$ cat src/rtl/hidden_layer_mac.sv
// Serial-MAC hidden layer: buffers N_IN features, computes N_HID saturated neurons, holds them with valid/ready.
// Optional per-neuron bias is enabled by defining HIDDEN_BIAS_EN.
module hidden_layer_mac #(
  parameter  int N_IN      = 8,
  parameter  int N_HID     = 5,
  parameter  int DATA_W    = 10,
  parameter  int FRAC_BITS = 8,
  parameter  int ACC_W     = 24,
  localparam int N_W       = N_IN * N_HID,
  localparam int W_ADDR_W  = $clog2(N_W),
  localparam int H_W       = $clog2(N_HID),
  localparam int I_W       = $clog2(N_IN)
) (
  input  logic                    clk,
  input  logic                    rst,
  input  logic                    in_valid,
  output logic                    in_ready,
  input  logic [DATA_W-1:0]       in_data,
  input  logic                    w_we,
  input  logic [W_ADDR_W-1:0]     w_addr,
  input  logic [DATA_W-1:0]       w_data,
`ifdef HIDDEN_BIAS_EN
  input  logic                    bias_we,
  input  logic [H_W-1:0]          bias_addr,
  input  logic [DATA_W-1:0]       bias_data,
`endif
  output logic                    busy,
  output logic                    hid_valid,
  input  logic                    hid_ready,
  output logic [N_HID*DATA_W-1:0] hid_val
);

  typedef enum logic [1:0] {LOAD, COMPUTE, OUT} state_t;

  localparam logic signed [ACC_W-1:0] SAT_MAX = ACC_W'((1 << DATA_W) - 1);

  state_t state, state_nxt;

  logic        [DATA_W-1:0]   feat  [N_IN];
  logic signed [DATA_W-1:0]   w_mem [N_W];
  logic        [I_W-1:0]      i_cnt;
  logic        [H_W-1:0]      h_cnt;
  logic signed [ACC_W-1:0]    acc;

  logic                       last_feat, last_hid, in_hs, out_hs;
  logic        [W_ADDR_W-1:0] w_idx;
  logic signed [DATA_W:0]     feat_ext;
  logic signed [DATA_W-1:0]   w_cur;
  logic signed [2*DATA_W:0]   prod;
  logic signed [ACC_W-1:0]    sum, scaled, acc_init;
  logic        [DATA_W-1:0]   sat_val;

  assign last_feat = (i_cnt == I_W'(N_IN - 1));
  assign last_hid  = (h_cnt == H_W'(N_HID - 1));
  assign in_hs     = in_valid & in_ready;
  assign out_hs    = hid_valid & hid_ready;

  always_ff @(posedge clk) begin
    if (rst) state <= LOAD;
    else     state <= state_nxt;
  end

  always_comb begin
    state_nxt = state;
    in_ready  = 1'b0;
    busy      = 1'b0;
    case (state)
      LOAD: begin
        in_ready = ~rst;
        if (in_hs && last_feat) state_nxt = COMPUTE;
      end
      COMPUTE: begin
        busy = 1'b1;
        if (last_feat && last_hid) state_nxt = OUT;
      end
      OUT: begin
        if (out_hs) state_nxt = LOAD;
      end
      default: state_nxt = LOAD;
    endcase
  end

  // One product per cycle; weights walk h-major so the address is just h*N_IN+i.
  assign w_idx    = W_ADDR_W'(h_cnt) * W_ADDR_W'(N_IN) + W_ADDR_W'(i_cnt);
  assign feat_ext = {1'b0, feat[i_cnt]};
  assign w_cur    = w_mem[w_idx];
  assign prod     = feat_ext * w_cur;
  assign sum      = acc + {{(ACC_W-2*DATA_W-1){prod[2*DATA_W]}}, prod};
  assign scaled   = sum >>> FRAC_BITS;

  always_comb begin
    sat_val = scaled[DATA_W-1:0];
    if (scaled < 0)            sat_val = '0;
    else if (scaled > SAT_MAX) sat_val = '1;
  end

`ifdef HIDDEN_BIAS_EN
  logic signed [DATA_W-1:0] bias [N_HID];
  logic        [H_W-1:0]    h_init;

  // Accumulator is preloaded for the neuron about to start: 0 from LOAD, h+1 mid-compute.
  assign h_init = (state == COMPUTE) ? h_cnt + 1'b1 : '0;

  always_comb begin
    acc_init = '0;
    if (h_init < H_W'(N_HID))
      acc_init = {{(ACC_W-DATA_W){bias[h_init][DATA_W-1]}}, bias[h_init]} <<< FRAC_BITS;
  end

  always_ff @(posedge clk) begin
    if (rst) begin
      for (int k = 0; k < N_HID; k++) bias[k] <= '0;
    end else if (bias_we && !busy && bias_addr < H_W'(N_HID)) begin
      bias[bias_addr] <= bias_data;
    end
  end
`else
  assign acc_init = '0;
`endif

  always_ff @(posedge clk) begin
    if (rst) begin
      for (int k = 0; k < N_IN; k++) feat[k]  <= '0;
      for (int k = 0; k < N_W; k++)  w_mem[k] <= '0;
      i_cnt     <= '0;
      h_cnt     <= '0;
      acc       <= '0;
      hid_val   <= '0;
      hid_valid <= 1'b0;
    end else begin
      if (w_we && !busy && w_addr < W_ADDR_W'(N_W))
        w_mem[w_addr] <= w_data;
      case (state)
        LOAD: begin
          if (in_hs) begin
            feat[i_cnt] <= in_data;
            if (last_feat) begin
              i_cnt <= '0;
              h_cnt <= '0;
              acc   <= acc_init;
            end else begin
              i_cnt <= i_cnt + 1'b1;
            end
          end
        end
        COMPUTE: begin
          if (last_feat) begin
            hid_val[h_cnt*DATA_W +: DATA_W] <= sat_val;
            acc   <= acc_init;
            i_cnt <= '0;
            h_cnt <= last_hid ? '0 : h_cnt + 1'b1;
          end else begin
            acc   <= sum;
            i_cnt <= i_cnt + 1'b1;
          end
        end
        OUT: begin
          hid_valid <= ~out_hs;
        end
        default: hid_valid <= 1'b0;
      endcase
    end
  end

endmodule

$ cat config.mk
export PLATFORM = sky130hd
export DESIGN_NAME = hidden_layer_mac
export DESIGN_NICKNAME = d
export VERILOG_FILES = /design/src/rtl/hidden_layer_mac.sv
export SDC_FILE = /design/constraint.sdc
export NUM_CORES = 1
export LEC_CHECK = 0
export ABC_AREA = 0
export ABC_CLOCK_PERIOD_IN_PS = 21900
export CORE_ASPECT_RATIO = 1.25
export CORE_MARGIN = 4
export CORE_UTILIZATION = 55
export CTS_BUF_LIST = sky130_fd_sc_hd__clkbuf_8 sky130_fd_sc_hd__clkbuf_16
export CTS_CLUSTER_DIAMETER = 150
export DETAILED_ROUTE_END_ITERATION = 16
export HOLD_SLACK_MARGIN = 0.08
export PLACE_DENSITY = 0.71
export SYNTH_ARGS = -nofsm -noshare
export SYNTH_HDL_FRONTEND = slang
export SYNTH_SLANG_ARGS = --single-unit
$ cat constraint.sdc
create_clock -name clk -period 21.9 [get_ports clk]
set_clock_uncertainty 0.2 [all_clocks]
set_input_delay 5.475 -clock clk [delete_from_list [all_inputs] [get_ports clk]]
set_output_delay 5.475 -clock clk [all_outputs]
set_load 0.02 [all_outputs]
==> results of run 1 <==
==> metrics by stage <==
| stage | std cells | util (%) | setup slack, ns | total power [mW] |
|---|---|---|---|---|
| 6_report | 4642 | 63.1 | 9.39 | 4.48 |
| 5_1_grt | 4642 | 63.1 | 8.70 | 4.70 |
| 4_1_cts | 4641 | 63.1 | 9.49 | 4.47 |
| 3_5_place_dp | 4493 | 59.7 | 9.49 | 3.15 |
| 3_3_place_gp | 4493 | 59.7 | 9.49 | 3.12 |
| 2_1_floorplan | 3564 | - | 9.87 | 2.77 |
==> power by group <==
group	internal [mW]	switching (mW)	leakage, nW	total (mW)
Combinational	0.478	0.884	7.80	1.36
Clock	0.740	0.589	1.27	1.33
Sequential	1.75	0.0302	8.00	1.78
Total	2.97	1.50	17.1	4.48
==> synthesized netlist by cell type, types with 30 or more instances <==
cell	count
and2_1	500
a31oi_1	45
fa_1	64
inv_1	96
nor2_1	228
o21ai_0	166
a221oi_1	37
nand2_1	164
ha_1	99
a22oi_1	113
nand2b_1	39
buf_2	30
edfxtp_1	720
nor3_1	33
mux4_2	41
mux2i_1	78
clkbuf_1	146
a21oi_1	172
dfxtp_1	86
nand3_1	84
==> flip-flops by register name (all words and copies together) (netlist names), named ones only <==
register,flops
feat,80
w_mem,640
acc,24
i_cnt,3
hid_val,50
hid_valid,1
h_cnt,3
state,2
==> worst max-delay path by stage <==
stage | end | start | cells after the start
floorplan | in_ready | rst | 2
global placement | in_ready | rst | 4
detailed placement | in_ready | rst | 4
CTS | in_ready | rst | 4
global route | hid_val[47]$_SDFFE_PP0P_ | i_cnt[2]$_SDFFE_PP0P_ | 40
finish | hid_val[12]$_SDFFE_PP0P_ | i_cnt[2]$_SDFFE_PP0P_ | 37
==> worst min-delay path, cell delays in order (launching register included) <==
cell,delay [ns]
dfxtp_1,0.31
inv_1,0.06
a221oi_2,0.05
==> metal layers <==
layer  vias up  wire (um)
li1      12600          -
met1     14000      41800
met2      1333      56900
met3       301       8390
met4         0       5730
met5         -          0
==> cells in the final DEF (no fill, tap or decap), types with 31 or more instances in the layout <==
cell type,count
a21oi_1,172
a221oi_1,37
a22oi_1,113
a31oi_1,45
and2_1,497
buf_4,94
clkbuf_16,82
clkdlybuf4s50_1,72
conb_1,240
dfxtp_1,82
edfxtp_1,720
fa_1,64
ha_1,99
inv_1,111
mux2i_1,78
mux4_2,41
nand2_1,164
nand2b_1,39
nand3_1,84
nor2_1,226
nor3_1,31
o21ai_0,165
==> kinds of logic after synthesis <==
family / share of synthesized area [%]
compound gates: 11.5
fa+ha+maj: 6.26
simple gates: 15.6
flops: 57.9
mux: 4.83
xor+xnor: 0.932
other cells: 0.00931
buf+inv: 2.95
==> final cells by class <==
type                            count  area [sq um]  share of cell area (%)
Inverter                           98           368                   0.807
Antenna cell                        1          2.50                 0.00549
Multi-Input combinational cell   2460         16700                    36.6
Timing Repair Buffer              177          1480                    3.25
Sequential cell                   806         23400                    51.2
Clock buffer                       82          2050                    4.50
Clock inverter                     66           449                   0.985
Tap cell                          952          1190                    2.61
==> flow_summary.toml, run 1 <==
[flow_run]
maxCapViolCount = 0

[floorplan]
initial_core_util_pct = 55.7
fp.dieH_um = 311
die_w_um = 250
rows = 110
core_sq_um = 72300
die_area_sq_um = 77700
pin_count = 84

[synthesis]
synth_area_leaders = "edfxtp_1, and2_1, dfxtp_1"
synth_top_cell_area_share_pct = 53.7
yosysWarnings = 0
syn_avg_cell_area_sq_um = 12.1
yosys_register_bits = 806
synthesis.area_sq_um = 40300
synth_edf_count = 720
synth-seq-area-share_pct = 57.9
yosysTopAreaCell = "edfxtp_1"
synth_flop_cell = "edfxtp_1"
synthCells = 3325
async_flop_share_pct = 0
synth.distinct_cells = 88

[worst_hold_path]
hold_path_class = "register to register"
hold_end = "hid_val[29]$_SDFFE_PP0P_"
min-delay-start = "hid_val[29]$_SDFFE_PP0P_"
hold_path_depth = 2

[cts]
postCtsSetupBuffers = 0
clockRootBuffer = "clkbuf_16"
clock-sinks = 806
clk_path_buf_depth = 3
hold_buffers = 0
tritoncts = "done"
post_cts_resized = 0
clkLatencyLatePin_ns = 0.65
path_clk_slew_ns = 0.07
numCtsBuffers = 81
h-tree-depth = 3

[setup_path]
required_ns = 22.21
worst-path-buf-inv = 6
r2r_end = "hid_val[12]$_SDFFE_PP0P_"
start_kind = "register"
r2r_start = "i_cnt[2]$_SDFFE_PP0P_"
rr_worst_depth = 37
crit_family = "compound AO/OA/AOI/OAI gates"
r2r_slack_ns = 9.39
critPathArrivalTime_ns = 12.82
cpPeakStageDelay_ns = 0.94
cp-end-kind = "register"
slowest_stage = "a21oi_1"
path_max_fanout = 41
crit_type = "register to register"

[global_routing]
grt_max_degree = 65
grt_pass1_vias = 28900
busiest_layer = "met2"
antenna_found_initial = 1
met3_usage_pct = 3.84
grt-ovfl-total = 0
grt_util_met2_pct = 49.8
grt.total_usage_pct = 28.7
gr-usage-met1_pct = 35.7
grt_pass1_wl_um = 172000

[sta]
slew_viol_final = 0
finalHoldWorstSlack_ns = 0.269
setup_tns_ns = 0
hold_viol = 0
slew_headroom_pct = 21.8
finalSetupViolCount = 0
fmax_mhz = 80.0
finalCritPeriodShare_pct = 57.1
worst_slew_pin_slew_ns = 1.14
period_needed_ns = 12.51
rsz0062_at_grt = "no"

[layout]
drive_gt1_share_pct = 9.05
fin_nets = 3818
fin_area_sq_um = 45600
area_growth_syn_to_layout_pct = 13.2
nFillCells = 5646

[power_and_ir_drop]
vdd_ir_drop_max_uv = 168
leakagePower_nw = 17.1
power_density_nw_per_um2 = 98.1

[detailed_routing]
via_count = 28300
routed_wl_um = 113000
drc = 0
via_per_inst = 6.09
antenna_left = 0
wl_per_cell_um = 24.3
drt_iter0_markers = 2853
drt_pass1_iterations = 5

[place]
gp_congestion = 0.901
place_area_sq_um = 43100
hpwl_um = 73300
io_buffers = 83

[run_status]
outcome = "finished clean"
(Power assumes the default switching activity.)
==> inputs of run 2 (changes only) <==
ABC_CLOCK_PERIOD_IN_PS = 10060   (was 21900)
PLACE_DENSITY = 0.74   (was 0.71)
clock period = 10.06 ns   (was 21.9 ns; I/O delays follow)
==> flow_summary.toml, run 2 (synthesis results as in run 1) <==
[power_and_ir_drop]
p_total_mw = 10.5
vdd_ir_drop_max_uv = 303
power_density_nw_per_um2 = 218
leakagePower_nw = 18.4

[floorplan]
core_sq_um = 72300
die_w_um = 250
initial_core_util_pct = 55.7
fp.dieH_um = 311
pin_count = 84
die_area_sq_um = 77700
rows = 110

[detailed_routing]
wl_per_cell_um = 23.7
drc = 0
via_count = 29200
drt_pass1_iterations = 6
via_per_inst = 6.00
routed_wl_um = 116000
antenna_left = 0
drt_iter0_markers = 3245

[cts]
hold_buffers = 0
clk_path_buf_depth = 3
clock-sinks = 806
numCtsBuffers = 81
h-tree-depth = 3
path_clk_slew_ns = 0.07
clockRootBuffer = "clkbuf_16"
clkLatencyLatePin_ns = 0.64
tritoncts = "done"

[setup_path]
crit_top_cell = "fa_1"
crit_cells = 42
crit_type = "register to register"
critPathArrivalTime_ns = 10.15
crit_family = "adder cells"
path_max_fanout = 12
r2r_start = "i_cnt[1]$_SDFFE_PP0P_"
crit_start = "i_cnt[1]$_SDFFE_PP0P_"
rr_worst_depth = 42
cp-end-kind = "register"
start_kind = "register"
worst-path-buf-inv = 8
required_ns = 10.37
cpPeakStageDelay_ns = 0.58
slowest_stage = "mux4_2"

[global_routing]
grt_max_degree = 65
grt_pass1_wl_um = 172000
grt.total_usage_pct = 28.8
grt-ovfl-total = 0
antenna_found_initial = 1
grt_pass1_vias = 28900

[sta]
worst_slew_pin_slew_ns = 1.28
finalSetupViolCount = 0
slew_viol_final = 0
finalCritPeriodShare_pct = 97.9
slew_headroom_pct = 14.6
fmax_mhz = 102
period_needed_ns = 9.84
hold_viol = 0
rsz0062_at_grt = "yes"

[layout]
largest_reg_flops = 640
regMostFlops = "w_mem"
fin_nets = 4057
area_growth_syn_to_layout_pct = 19.4
drive_gt1_share_pct = 16.0
fin_area_sq_um = 48100
layout_commonest_cell = "edfxtp_1"
fin_cells = 4875
top_regs = "w_mem: 640 flops, feat: 80 flops, hid_val: 50 flops"
mostFrequentLayoutCells = "edfxtp_1, and2_1, buf_4"

[worst_hold_path]
hold_path_class = "register to register"
min-delay-start = "hid_val[28]$_SDFFE_PP0P_"
hold_path_depth = 2

[run_status]
outcome = "finished clean"

[place]
place_area_sq_um = 44800
dp.cells = 4694
io_buffers = 83
gp_congestion = 0.956
hpwl_um = 76800

[flow_run]
maxCapViolCount = 0
[run 2: power by group]
part | switching, mW | internal (mW)
sequential | 0.0649 | 3.82
clock | 1.27 | 1.64
combinational | 2.13 | 1.58
[run 2: metrics by stage]
step,setup TNS (ns),util (%),setup slack [ns],hold WS [ns]
global route,-3.50,66.6,-0.141,0.285
finish,0,66.6,0.215,0.268
detailed placement,-10.22,62.0,-0.319,0.264
floorplan,0,-,0.475,0.256
CTS,0,65.6,0.0255,0.272
global placement,-0.394,62.0,-0.0614,0.251
[run 2: area by class of cell]
type,count,area (sq um)
fill,5304,24200
sequential,806,23400
multi-input combinational,2462,17100
timing repair buffer,414,3590
clock buffer,83,2080
tap,952,1190
clock inverter,57,423
inverter,98,368
antenna,3,7.51
[run 2: worst paths after layout]
path,end,slack [ns]
setup / recovery,hid_val[5]$_SDFFE_PP0P_,0.22
hold / removal,hid_val[28]$_SDFFE_PP0P_,0.27
setup reg to reg,hid_val[5]$_SDFFE_PP0P_,0.22
hold reg to reg,hid_val[28]$_SDFFE_PP0P_,0.27
[run 2: per-layer routing]
| metal | wire (um) | share of wire (%) | vias up | global-route usage [%] |
|---|---|---|---|---|
| li1 | - | - | 13100 | - |
| met1 | 42200 | 37 | 14400 | 35.8 |
| met2 | 57900 | 50 | 1416 | 49.7 |
| met3 | 8790 | 7.6 | 356 | 4.10 |
| met4 | 6570 | 5.7 | 0 | 14.2 |
| met5 | 0 | 0 | - | 0 |
[run 2: worst reg2reg max path: cells and delay by family, from the launching register on]
kind,cells,cell delay (ns)
fa+ha+maj,7,3.00
simple gates,13,2.33
compound gates,12,1.97
buf+inv,8,1.02
mux,1,0.58
flops,1,0.39
xor+xnor,1,0.22
[run 2: timing repair]
item	CTS	global route
gates resized for setup	11	92
setup buffers	0	33
gates cloned	0	5
endpoints found under the setup margin	50	52
pin swaps	4	23
